`config.mk`:
```
export PLATFORM = sky130hd
export DESIGN_NAME = ik_swift_hps_master_0_b2p_adapter
export DESIGN_NICKNAME = d
export VERILOG_FILES = /design/src/rtl/ik_swift_hps_master_0_b2p_adapter.sv
export SDC_FILE = /design/constraint.sdc
export NUM_CORES = 1
export LEC_CHECK = 0
export ABC_CLOCK_PERIOD_IN_PS = 4610
export CAP_MARGIN = 20
export CORE_ASPECT_RATIO = 1.5
export CORE_MARGIN = 2
export CORE_UTILIZATION = 53
export DETAILED_ROUTE_END_ITERATION = 10
export DONT_BUFFER_PORTS = 1
export PLACE_DENSITY = 0.68
export SLEW_MARGIN = 10
export SYNTH_ARGS = -nofsm -noshare
export SYNTH_HDL_FRONTEND = slang
export SYNTH_SLANG_ARGS = --single-unit
```
`constraint.sdc`:
```
create_clock -name clk -period 4.61 [get_ports clk]
set_clock_uncertainty 0.05 [all_clocks]
set_input_delay 0.2305 -clock clk [delete_from_list [all_inputs] [get_ports clk]]
set_output_delay 0.2305 -clock clk [all_outputs]
set_load 0.05 [all_outputs]
```
`src/rtl/ik_swift_hps_master_0_b2p_adapter.sv`:
```
// Receive-side channel adapter: strips the channel field and forwards whole packets on ACCEPT_CHANNEL.
// Optional channel filtering is enabled by defining B2P_CHANNEL_FILTER_EN; otherwise every packet is forwarded.
module ik_swift_hps_master_0_b2p_adapter #(
   parameter int DATA_W         = 8,
   parameter int CHANNEL_W      = 8,
   parameter int ACCEPT_CHANNEL = 0,
   parameter int CNT_W          = 16
) (
   input  logic                 clk,
   input  logic                 reset,
   output logic                 in_ready,
   input  logic                 in_valid,
   input  logic [DATA_W-1:0]    in_data,
   input  logic [CHANNEL_W-1:0] in_channel,
   input  logic                 in_startofpacket,
   input  logic                 in_endofpacket,
   input  logic                 out_ready,
   output logic                 out_valid,
   output logic [DATA_W-1:0]    out_data,
   output logic                 out_startofpacket,
   output logic                 out_endofpacket,
   output logic [CNT_W-1:0]     drop_count,
   output logic                 protocol_err
);

   localparam logic [CHANNEL_W-1:0] ACC_CH = CHANNEL_W'(ACCEPT_CHANNEL);

   typedef enum logic [1:0] {
      IDLE = 2'd0,
      PASS = 2'd1,
      DROP = 2'd2
   } state_t;

   state_t              state_r;
   state_t              state_nxt_s;
   logic                ch_match_s;
   logic                pass_pkt_s;
   logic                accept_s;
   logic                fwd_s;
   logic                drop_inc_s;
   logic                err_set_s;
   logic                pop_s;
   logic                skid_valid_r;
   logic [DATA_W-1:0]   skid_data_r;
   logic                skid_sop_r;
   logic                skid_eop_r;

   // Packet framing decision: which accepted beats are forwarded and how the FSM moves.
   always_comb begin
      ch_match_s  = (in_channel == ACC_CH);
`ifdef B2P_CHANNEL_FILTER_EN
      pass_pkt_s  = ch_match_s;
`else
      // Channel is ignored; the compare stays so both builds share one datapath.
      pass_pkt_s  = 1'b1 | ch_match_s;
`endif
      accept_s    = in_valid & in_ready;
      fwd_s       = 1'b0;
      drop_inc_s  = 1'b0;
      err_set_s   = 1'b0;
      state_nxt_s = state_r;
      if (accept_s) begin
         if (in_startofpacket) begin
            fwd_s      = pass_pkt_s;
            drop_inc_s = ~pass_pkt_s;
            err_set_s  = (state_r != IDLE);
            if (in_endofpacket) begin
               state_nxt_s = IDLE;
            end else if (pass_pkt_s) begin
               state_nxt_s = PASS;
            end else begin
               state_nxt_s = DROP;
            end
         end else begin
            case (state_r)
               IDLE: begin
                  err_set_s   = 1'b1;
                  state_nxt_s = IDLE;
               end
               PASS: begin
                  fwd_s       = 1'b1;
                  state_nxt_s = in_endofpacket ? IDLE : PASS;
               end
               DROP: begin
                  state_nxt_s = in_endofpacket ? IDLE : DROP;
               end
               default: begin
                  state_nxt_s = IDLE;
               end
            endcase
         end
      end else begin
         state_nxt_s = state_r;
      end
   end

   assign pop_s = out_valid & out_ready;

   // FSM, skid buffer, drop counter and sticky error flag.
   always_ff @(posedge clk) begin
      if (reset) begin
         state_r           <= IDLE;
         in_ready          <= 1'b1;
         out_valid         <= 1'b0;
         out_data          <= {DATA_W{1'b0}};
         out_startofpacket <= 1'b0;
         out_endofpacket   <= 1'b0;
         skid_valid_r      <= 1'b0;
         skid_data_r       <= {DATA_W{1'b0}};
         skid_sop_r        <= 1'b0;
         skid_eop_r        <= 1'b0;
         drop_count        <= {CNT_W{1'b0}};
         protocol_err      <= 1'b0;
      end else begin
         state_r <= state_nxt_s;
         if (!out_valid || pop_s) begin
            // Output register is free this cycle: refill from skid first to keep order.
            if (skid_valid_r) begin
               out_valid         <= 1'b1;
               out_data          <= skid_data_r;
               out_startofpacket <= skid_sop_r;
               out_endofpacket   <= skid_eop_r;
               skid_valid_r      <= fwd_s;
               in_ready          <= ~fwd_s;
               if (fwd_s) begin
                  skid_data_r <= in_data;
                  skid_sop_r  <= in_startofpacket;
                  skid_eop_r  <= in_endofpacket;
               end else begin
                  skid_data_r <= skid_data_r;
               end
            end else if (fwd_s) begin
               out_valid         <= 1'b1;
               out_data          <= in_data;
               out_startofpacket <= in_startofpacket;
               out_endofpacket   <= in_endofpacket;
               in_ready          <= 1'b1;
            end else begin
               out_valid <= 1'b0;
               in_ready  <= 1'b1;
            end
         end else begin
            // Output stalled; a forwarded beat can only arrive while skid is empty.
            if (fwd_s) begin
               skid_valid_r <= 1'b1;
               skid_data_r  <= in_data;
               skid_sop_r   <= in_startofpacket;
               skid_eop_r   <= in_endofpacket;
               in_ready     <= 1'b0;
            end else begin
               in_ready <= ~skid_valid_r;
            end
         end
         if (drop_inc_s && (drop_count != {CNT_W{1'b1}})) begin
            drop_count <= drop_count + {{(CNT_W-1){1'b0}}, 1'b1};
         end else begin
            drop_count <= drop_count;
         end
         if (err_set_s) begin
            protocol_err <= 1'b1;
         end else begin
            protocol_err <= protocol_err;
         end
      end
   end

endmodule

```
==> results.toml, run 1 <==
[run_status]
status = "finished, final reports clean"

[synthesis]
synth-compound-area-share = 0.149
synth_most_common_cell = "dfxtp_1"
synth_edf_count = 0
synth-simple-area-share = 0.183
synth_top_family_by_area = "simple AND/OR/NAND/NOR gates"
ys.flop_type = "dfxtp_1"
syn_avg_cell_area_um2 = 8.86
synth-xor-area-share = 0.00701
yosysWarningCount = 0
synthTopCellsByCount = "26 x dfxtp_1, 17 x buf_4, 16 x nor2_1"
async_flop_share = 0
yosysSeqAreaShare = 0.417
yosys.area_share.adder = 0.0301
synth_top_area_cell = "dfxtp_1"
postSynthCellCount = 141
synth_area_um2 = 1250
ys_types = 27
synth.area.top_cells = "dfxtp_1 42%, buf_4 10%, mux2i_1 8.0%, a221oi_1 6.3%, a21oi_1 4.8%"
synth_seq_cells = 26
synthMuxAreaShare = 0.0802
synth_top_area_frac = 0.417

[placement]
gp_congestion = 0.762
dp_cells = 156
dpl_cell_area_um2 = 1190
dp_hpwl_um = 1610
pre_cts_ws_ns = 2.51
portBuffers = 0

[flow_run]
maxCapViolations = 0

[floorplan]
die_w_um = 43.6
rows = 21
io-pin-count = 51
chipHeight_um = 63.4
core_um2 = 2230
dieArea_um2 = 2770
start_util = 0.559

[detailed_routing]
drc = 0
routed-via-count = 937
wirelength_um = 2350
wl_per_cell_um = 14.0
ant_nets = 0
vias_per_cell = 5.61
first_pass_iters = 5
drt-initial-drc-count = 25

[layout]
fillers = 206
area_delta_synth_final_pct = 3.51
fin_util = 0.579
final_cells = 167
drive_gt1_frac = 0.0486
final_area_um2 = 1290
n_antenna_cell = 0
layout.nets = 170

[clocking]
numCtsBuffers = 3
cts_tree = "done"
clkLatencyLatePin_ns = 0.32
clock_sinks = 26
cts_root_buf = "clkbuf_4"
cts_max_path_buffers = 2
cts_resized = 0
cts_max_level = 1
postCtsSetupBuffers = 0
clk_pin_slew_ns = 0.14

[worst_setup_path]
cpPeakStageDelay_ns = 0.68
crit_path_cell_trace = "and2b_1, o21ai_1, buf_4, mux2i_1, nor2_1"
critPathRequiredTime_ns = 4.75
end_kind = "register"
cp-start-kind = "register"
arrival_ns = 2.28
path_class = "register to register"
crit_fanout = 13
slowest_stage = "dfxtp_1"

[sta]
fin_crit_ns = 2.14
fin_crit_sh = 0.465
setup_viol = 0
rsz0062_at_grt = "no"
maxSlewViolCount = 0
final_hold_viol_count = 0
clock.fmax_mhz = 466
relSlewSlack = 0.396
tightest_slew_ns = 0.903
layout_setup_ws_ns = 2.47
hold_slack_ns = 0.00765
setup-tns-final_ns = 0

[global_routing]
grt_pass1_wl_um = 4190
grt_start_max_net_pins = 27
antenna_found_initial = 0
grt_usage = 0.195
grt_overflow = 0
first_global_vias = 901

[power]
p_per_area_nw_per_um2 = 340
peakVddDrop_v = 0.000229
p_total_mw = 0.440
leakagePower_nw = 0.595

[min_path]
hp-class = "input pin to register"
-- kinds of logic (layout without fill, tap and decap cells) --
kind of cell | after synthesis | in the layout
simple gates | 47 | 47
compound gates | 27 | 27
flops | 26 | 26
buf+inv | 26 | 14
mux | 10 | 10
fa+ha+maj | 3 | 3
other cells | 1 | 16
xor+xnor | 1 | 1
-- final timing paths --
| kind | startpoint | slack, ns | cells past startpoint | end |
|---|---|---|---|---|
| setup / recovery | out_valid | 2.47 | 5 | skid_eop_r |
| hold / removal | in_data[3] | 0.008 | 2 | skid_data_r[3] |
| setup reg to reg | out_valid | 2.47 | 5 | skid_eop_r |
| hold reg to reg | skid_data_r[3] | 0.46 | 2 | skid_data_r[3] |
-- state kept, by name, summed over array words and instances (netlist names) --
register           count
out_data               8
skid_data_r            8
state_r                2
in_ready               1
out_endofpacket        1
out_startofpacket      1
out_valid              1
protocol_err           1
skid_eop_r             1
skid_sop_r             1
skid_valid_r           1
-- layer usage --
metal	vias up	wire, µm	share of wire	GRT usage
met2	45	1150	0.49	0.313
met4	0	47	0.020	0.0909
met1	424	951	0.41	0.243
met5	-	0	0	0
met3	4	194	0.083	0.0372
li1	464	-	-	-
-- where the power goes --
| group | internal, mW | switching, mW | total, mW | leakage [nW] |
|---|---|---|---|---|
| sequential | 0.233 | 0.0296 | 0.263 | 0.211 |
| combinational | 0.0155 | 0.0477 | 0.0632 | 0.362 |
| clock | 0.0484 | 0.0659 | 0.114 | 0.0210 |
-- cell type report --
class	count	area [µm²]	area share
clock buffer	4	36.3	0.0281
inverter	2	7.51	0.00581
sequential	26	520	0.403
timing repair buffer	8	77.6	0.0600
tap	23	28.8	0.0223
multi-input combinational	104	622	0.481
-- worst max-delay path, delay by kind of cell, from the launching register on --
family | cells | cell delay, ns
flip-flops | 1 | 0.68
multiplexers | 1 | 0.16
buffers and inverters | 1 | 0.26
AND/OR/NAND/NOR | 2 | 0.59
AO/OA/AOI/OAI | 1 | 0.27
-- placed cells by master (no fill, tap or decap), types with 2 or more instances in the layout --
cell and count:
and3_1 9, ha_1 3, inv_1 2, nand2b_1 2
mux2i_1 10, nand2_1 14, clkbuf_4 3, a221oi_1 9
dfxtp_1 26, a21oi_1 12, nor2_1 16, conb_1 16
dlygate4sd3_1 7
-- repair_timing --
item,in CTS,in global routing
setup endpoints to repair,0,0
hold endpoints to repair,26,1
hold buffers,6,1
Note: power is estimated with default switching activity, not from simulation.
==> run 2, diff against run 1 <==
--- a/config.mk
+++ b/config.mk
@@ -5,7 +5,7 @@
 export SDC_FILE = /design/constraint.sdc
 export NUM_CORES = 1
 export LEC_CHECK = 0
-export ABC_CLOCK_PERIOD_IN_PS = 4610
+export ABC_CLOCK_PERIOD_IN_PS = 2200
 export CAP_MARGIN = 20
 export CORE_ASPECT_RATIO = 1.5
 export CORE_MARGIN = 2
==> constraint.sdc (replaced) <==
create_clock -name clk -period 2.2 [get_ports clk]
set_clock_uncertainty 0.05 [all_clocks]
set_input_delay 0.11 -clock clk [delete_from_list [all_inputs] [get_ports clk]]
set_output_delay 0.11 -clock clk [all_outputs]
set_load 0.05 [all_outputs]
==> results.toml, run 2 (synthesis gave the netlist of run 1 again) <==
[layout]
multi_input_area_um2 = 628
drive_gt1_frac = 0.0789
fillers = 217
regArea_um2 = 522
layout_common_cells = "25 x dfxtp_1, 16 x nor2_1, 16 x conb_1"
layout_commonest_cell = "dfxtp_1"
layout.nets = 179
n_antenna_cell = 0
area_delta_synth_final_pct = 9.42
reg_top3 = "out_data (8), skid_data_r (8), state_r (2)"

[detailed_routing]
ant_nets = 0
routed-via-count = 967
wirelength_um = 2510
first_pass_iters = 4
wl_per_cell_um = 14.3
drc = 0
vias_per_cell = 5.53
drt-initial-drc-count = 40

[global_routing]
antenna_found_initial = 0
grt_usage = 0.195
grt_pass1_wl_um = 4160
first_global_vias = 957
grt_start_max_net_pins = 27
grt_overflow = 0

[sta]
layout_setup_ws_ns = 0.480
fin_crit_sh = 0.782
setup-tns-final_ns = 0
final_hold_viol_count = 1
clock.fmax_mhz = 582
setup_viol = 0
relSlewSlack = 0.383
tightest_slew_ns = 0.922
hold_slack_ns = -0.0607
fin_crit_ns = 1.72
maxSlewViolCount = 0
rsz0062_at_grt = "no"

[min_path]
hp-class = "input pin to register"

[power]
p_int_mw = 0.595
p_switching_mw = 0.302
p_clk_frac = 0.218
leakagePower_nw = 0.631
combinationalPowerShare = 0.173
sw_frac_of_total = 0.336
p_per_area_nw_per_um2 = 656
peakVddDrop_v = 0.000421
p_total_mw = 0.897
sequentialPowerShare = 0.608

[floorplan]
chipHeight_um = 63.4
dieArea_um2 = 2770
io-pin-count = 51
rows = 21
core_um2 = 2230
die_w_um = 43.6
start_util = 0.559

[worst_setup_path]
path_buf_inv = 2
crit_path_cell_trace = "inv_1, ha_1, o211a_1, nor2_1, buf_4, nand2_1, a41oi_1"
crit_path_start = "state_r[1]"
cp-start-kind = "register"
arrival_ns = 1.91
r2r_end = "out_startofpacket"
regToRegSetupSlack_ns = 0.48
path_class = "register to register"
cp.depth = 7
end_kind = "register"
setup.worst_path.end = "out_startofpacket"
worstReg2RegStart = "state_r[1]"
cpPeakStageDelay_ns = 0.36
slowest_stage = "dfxtp_2"
reg2regPathDepth = 7
crit_fanout = 7
critPathRequiredTime_ns = 2.39
cp_top_family = "compound AO/OA/AOI/OAI gates"

[clocking]
cts_max_path_buffers = 2
numCtsBuffers = 3
clkLatencyLatePin_ns = 0.31
clock_sinks = 26
cts_max_level = 1
cts_tree = "done"
clk_pin_slew_ns = 0.13
cts_root_buf = "clkbuf_4"

[run_status]
status = "complete, but fails checks"
violations = "hold timing"

[placement]
dp_hpwl_um = 1710
portBuffers = 0
pre_cts_ws_ns = 0.487
gp_congestion = 0.706

[flow_run]
maxCapViolations = 0
## run 2: cell types whose count changed in the layout (fill, tap and decap cells not counted), sizes merged
cell,previous run,this run
buf,1,5
clkbuf,4,3
dlygate4sd3,7,12
## run 2: worst min-delay path by stage
stage | from | end | slack [ns] | cells past startpoint
3_5_place_dp | reset | out_data[7] | 0.13 | 1
6_report | in_data[7] | out_data[7] | -0.06 | 2
2_1_floorplan | in_data[0] | skid_data_r[0] | 0.20 | 2
5_1_grt | in_valid | state_r[0] | 0.02 | 3
4_1_cts | in_valid | state_r[1] | 0.001 | 3
3_3_place_gp | reset | out_data[6] | 0.13 | 1
## run 2: power groups by stage
stage	clock [mW]	combinational, mW	sequential, mW
after floorplan	0	0.136	0.557
after global placement	0	0.124	0.555
after detailed placement	0	0.127	0.556
after CTS	0.201	0.156	0.546
after global routing	0.219	0.168	0.548
final	0.196	0.155	0.546
## run 2: final cells by class
class / instances / share of cell area
inverter: 2 / 0.00549
timing repair buffer: 17 / 0.115
tap: 23 / 0.0211
clock buffer: 3 / 0.0165
sequential: 26 / 0.382
multi-input combinational: 104 / 0.460
## run 2: repair_timing
| item | CTS | global route |
|---|---|---|
| endpoints found under the setup margin | 0 | 1 |
| resized for setup | 0 | 2 |
| endpoints found under the hold margin | 26 | 0 |
| setup buffers | 0 | 0 |
| hold buffers | 13 | 0 |
## run 2: worst reg2reg max path, stage by stage, from the launching register on
cell	delay [ns]
dfxtp_2	0.36
inv_1	0.06
ha_1	0.20
o211a_1	0.24
nor2_1	0.28
buf_4	0.23
nand2_1	0.06
a41oi_1	0.17
## run 2: routing by layer
layer	wire length [µm]	global-route usage
met1	1100	0.234
met2	1290	0.322
met3	105	0.0372
met4	21	0.0947
met5	0	0
## run 2: metrics by stage
stage                     instances  hold WS [ns]  cell area [µm²]  utilization
after global routing            175        0.0175             1370        0.612
after floorplan                 156         0.204             1310            -
after detailed placement        160         0.135             1220        0.545
final                           175       -0.0607             1370        0.612
after CTS                       176       0.00109             1370        0.613
after global placement          160         0.132             1220        0.545
==> run 3, diff against run 2 <==
--- a/config.mk
+++ b/config.mk
@@ -5,14 +5,14 @@
 export SDC_FILE = /design/constraint.sdc
 export NUM_CORES = 1
 export LEC_CHECK = 0
-export ABC_CLOCK_PERIOD_IN_PS = 2200
+export ABC_CLOCK_PERIOD_IN_PS = 1500
 export CAP_MARGIN = 20
 export CORE_ASPECT_RATIO = 1.5
 export CORE_MARGIN = 2
 export CORE_UTILIZATION = 53
 export DETAILED_ROUTE_END_ITERATION = 10
 export DONT_BUFFER_PORTS = 1
-export PLACE_DENSITY = 0.68
+export PLACE_DENSITY = 0.71
 export SLEW_MARGIN = 10
 export SYNTH_ARGS = -nofsm -noshare
 export SYNTH_HDL_FRONTEND = slang
==> constraint.sdc (replaced) <==
create_clock -name clk -period 1.5 [get_ports clk]
set_clock_uncertainty 0.05 [all_clocks]
set_input_delay 0.075 -clock clk [delete_from_list [all_inputs] [get_ports clk]]
set_output_delay 0.075 -clock clk [all_outputs]
set_load 0.05 [all_outputs]
==> results.toml, run 3 (synthesis gave the netlist of run 1 again) <==
[worst_setup_path]
regToRegSetupSlack_ns = -0.002
end_kind = "register"
setup.worst_path.end = "skid_data_r[0]"
worstReg2RegStart = "state_r[1]"
path_class = "register to register"
crit_fanout = 6
reg2regPathDepth = 7
critPathRequiredTime_ns = 1.70
crit_path_start = "state_r[1]"
cp-start-kind = "register"
arrival_ns = 1.70
r2r_end = "skid_data_r[0]"

[global_routing]
antenna_found_initial = 0
first_global_vias = 955
grt_overflow = 0
grt_start_max_net_pins = 27
grt_pass1_wl_um = 4310
grt_usage = 0.208

[floorplan]
dieArea_um2 = 2770
chipHeight_um = 63.4
core_um2 = 2230
start_util = 0.559
io-pin-count = 51
die_w_um = 43.6
rows = 21

[detailed_routing]
ant_nets = 0
routed-via-count = 1028
wl_per_cell_um = 15.2
wirelength_um = 2810
drt-initial-drc-count = 38
vias_per_cell = 5.56
first_pass_iters = 4
drc = 0

[clocking]
clkLatencyLatePin_ns = 0.33
cts_tree = "done"
clk_pin_slew_ns = 0.14
cts_max_path_buffers = 2
cts_root_buf = "clkbuf_4"
clock_sinks = 26
numCtsBuffers = 3
cts_max_level = 1

[power]
p_per_area_nw_per_um2 = 889
peakVddDrop_v = 0.000591
sw_frac_of_total = 0.336
leakagePower_nw = 0.712
p_int_mw = 0.906
p_switching_mw = 0.459
combinationalPowerShare = 0.237
sequentialPowerShare = 0.540
p_clk_frac = 0.223

[run_status]
status = "complete, but fails checks"
violations = "hold timing, setup timing"

[placement]
portBuffers = 0
dpl_cell_area_um2 = 1380
dp_hpwl_um = 1890
gp_congestion = 0.716

[layout]
reg_top3 = "out_data (8), skid_data_r (8), state_r (2)"
drive_gt1_frac = 0.321
layout.nets = 189
n_antenna_cell = 0
fillers = 190
layout_common_cells = "23 x dfxtp_1, 23 x buf_4, 16 x conb_1"
area_delta_synth_final_pct = 23.0
final_area_um2 = 1540

[flow_run]
maxCapViolations = 0

[sta]
clock.fmax_mhz = 666
rsz0062_at_grt = "yes"
setup_viol = 1
hold_slack_ns = -0.264
layout_setup_ws_ns = -0.00243
fin_crit_sh = 1.00
fin_crit_ns = 1.50
final_hold_viol_count = 26
setup-tns-final_ns = -0.00243
maxSlewViolCount = 0

[min_path]
hp-class = "input pin to register"
run 3: area by class of cell:
cell class                      instances  area (µm²)  area share
Multi-Input combinational cell        104         736       0.479
Sequential cell                        26         524       0.341
Timing Repair Buffer                   27         218       0.142
Tap cell                               23        28.8      0.0187
Clock buffer                            3        22.5      0.0147
Inverter                                2        7.51     0.00489
run 3: power by group through the flow:
stage               Combinational [mW]  Sequential, mW  Clock (mW)
floorplan                        0.199           0.818           0
CTS                              0.308           0.736       0.300
detailed placement               0.293           0.750           0
finish                           0.324           0.738       0.304
global placement                 0.290           0.748           0
global route                     0.338           0.742       0.327
run 3: timing repair:
item	4_1_cts	5_1_grt
setup endpoints to repair	20	17
buffers inserted	0	1
pin swaps	4	5
endpoints found under the hold margin	26	26
resized for setup	15	10
run 3: how the worst min path moves through the flow:
stage,start,endpoint,slack [ns],cells after the start
floorplan,in_data[0],skid_data_r[0],0.17,2
global placement,reset,out_data[6],0.1,1
detailed placement,reset,out_valid,0.09,1
CTS,reset,state_r[1],-0.26,1
global route,reset,out_data[4],-0.28,1
finish,reset,out_startofpacket,-0.26,1
run 3: worst max-delay path, stage by stage, from the launching register on:
cell and delay, ns:
dfxtp_2 0.36, inv_2 0.05, ha_4 0.16, o211a_4 0.27
o21ai_2 0.07, buf_6 0.16, mux2i_2 0.22, nor2_1 0.06
run 3: stage by stage:
stage | setup WS [ns] | total power [mW] | hold WS [ns] | utilization | instances
floorplan | 0.0308 | 1.02 | 0.169 | - | 156
global placement | -0.00738 | 1.04 | 0.0964 | 0.616 | 181
detailed placement | -0.0824 | 1.04 | 0.0926 | 0.616 | 181
CTS | 0.00432 | 1.34 | -0.263 | 0.658 | 184
global route | -0.0448 | 1.41 | -0.280 | 0.688 | 185
finish | -0.00243 | 1.37 | -0.264 | 0.688 | 185
run 3: layer usage:
metal  GRT usage  wire, µm
met5           0         0
met4       0.102        79
met3      0.0430       133
met2       0.344      1450
met1       0.246      1140
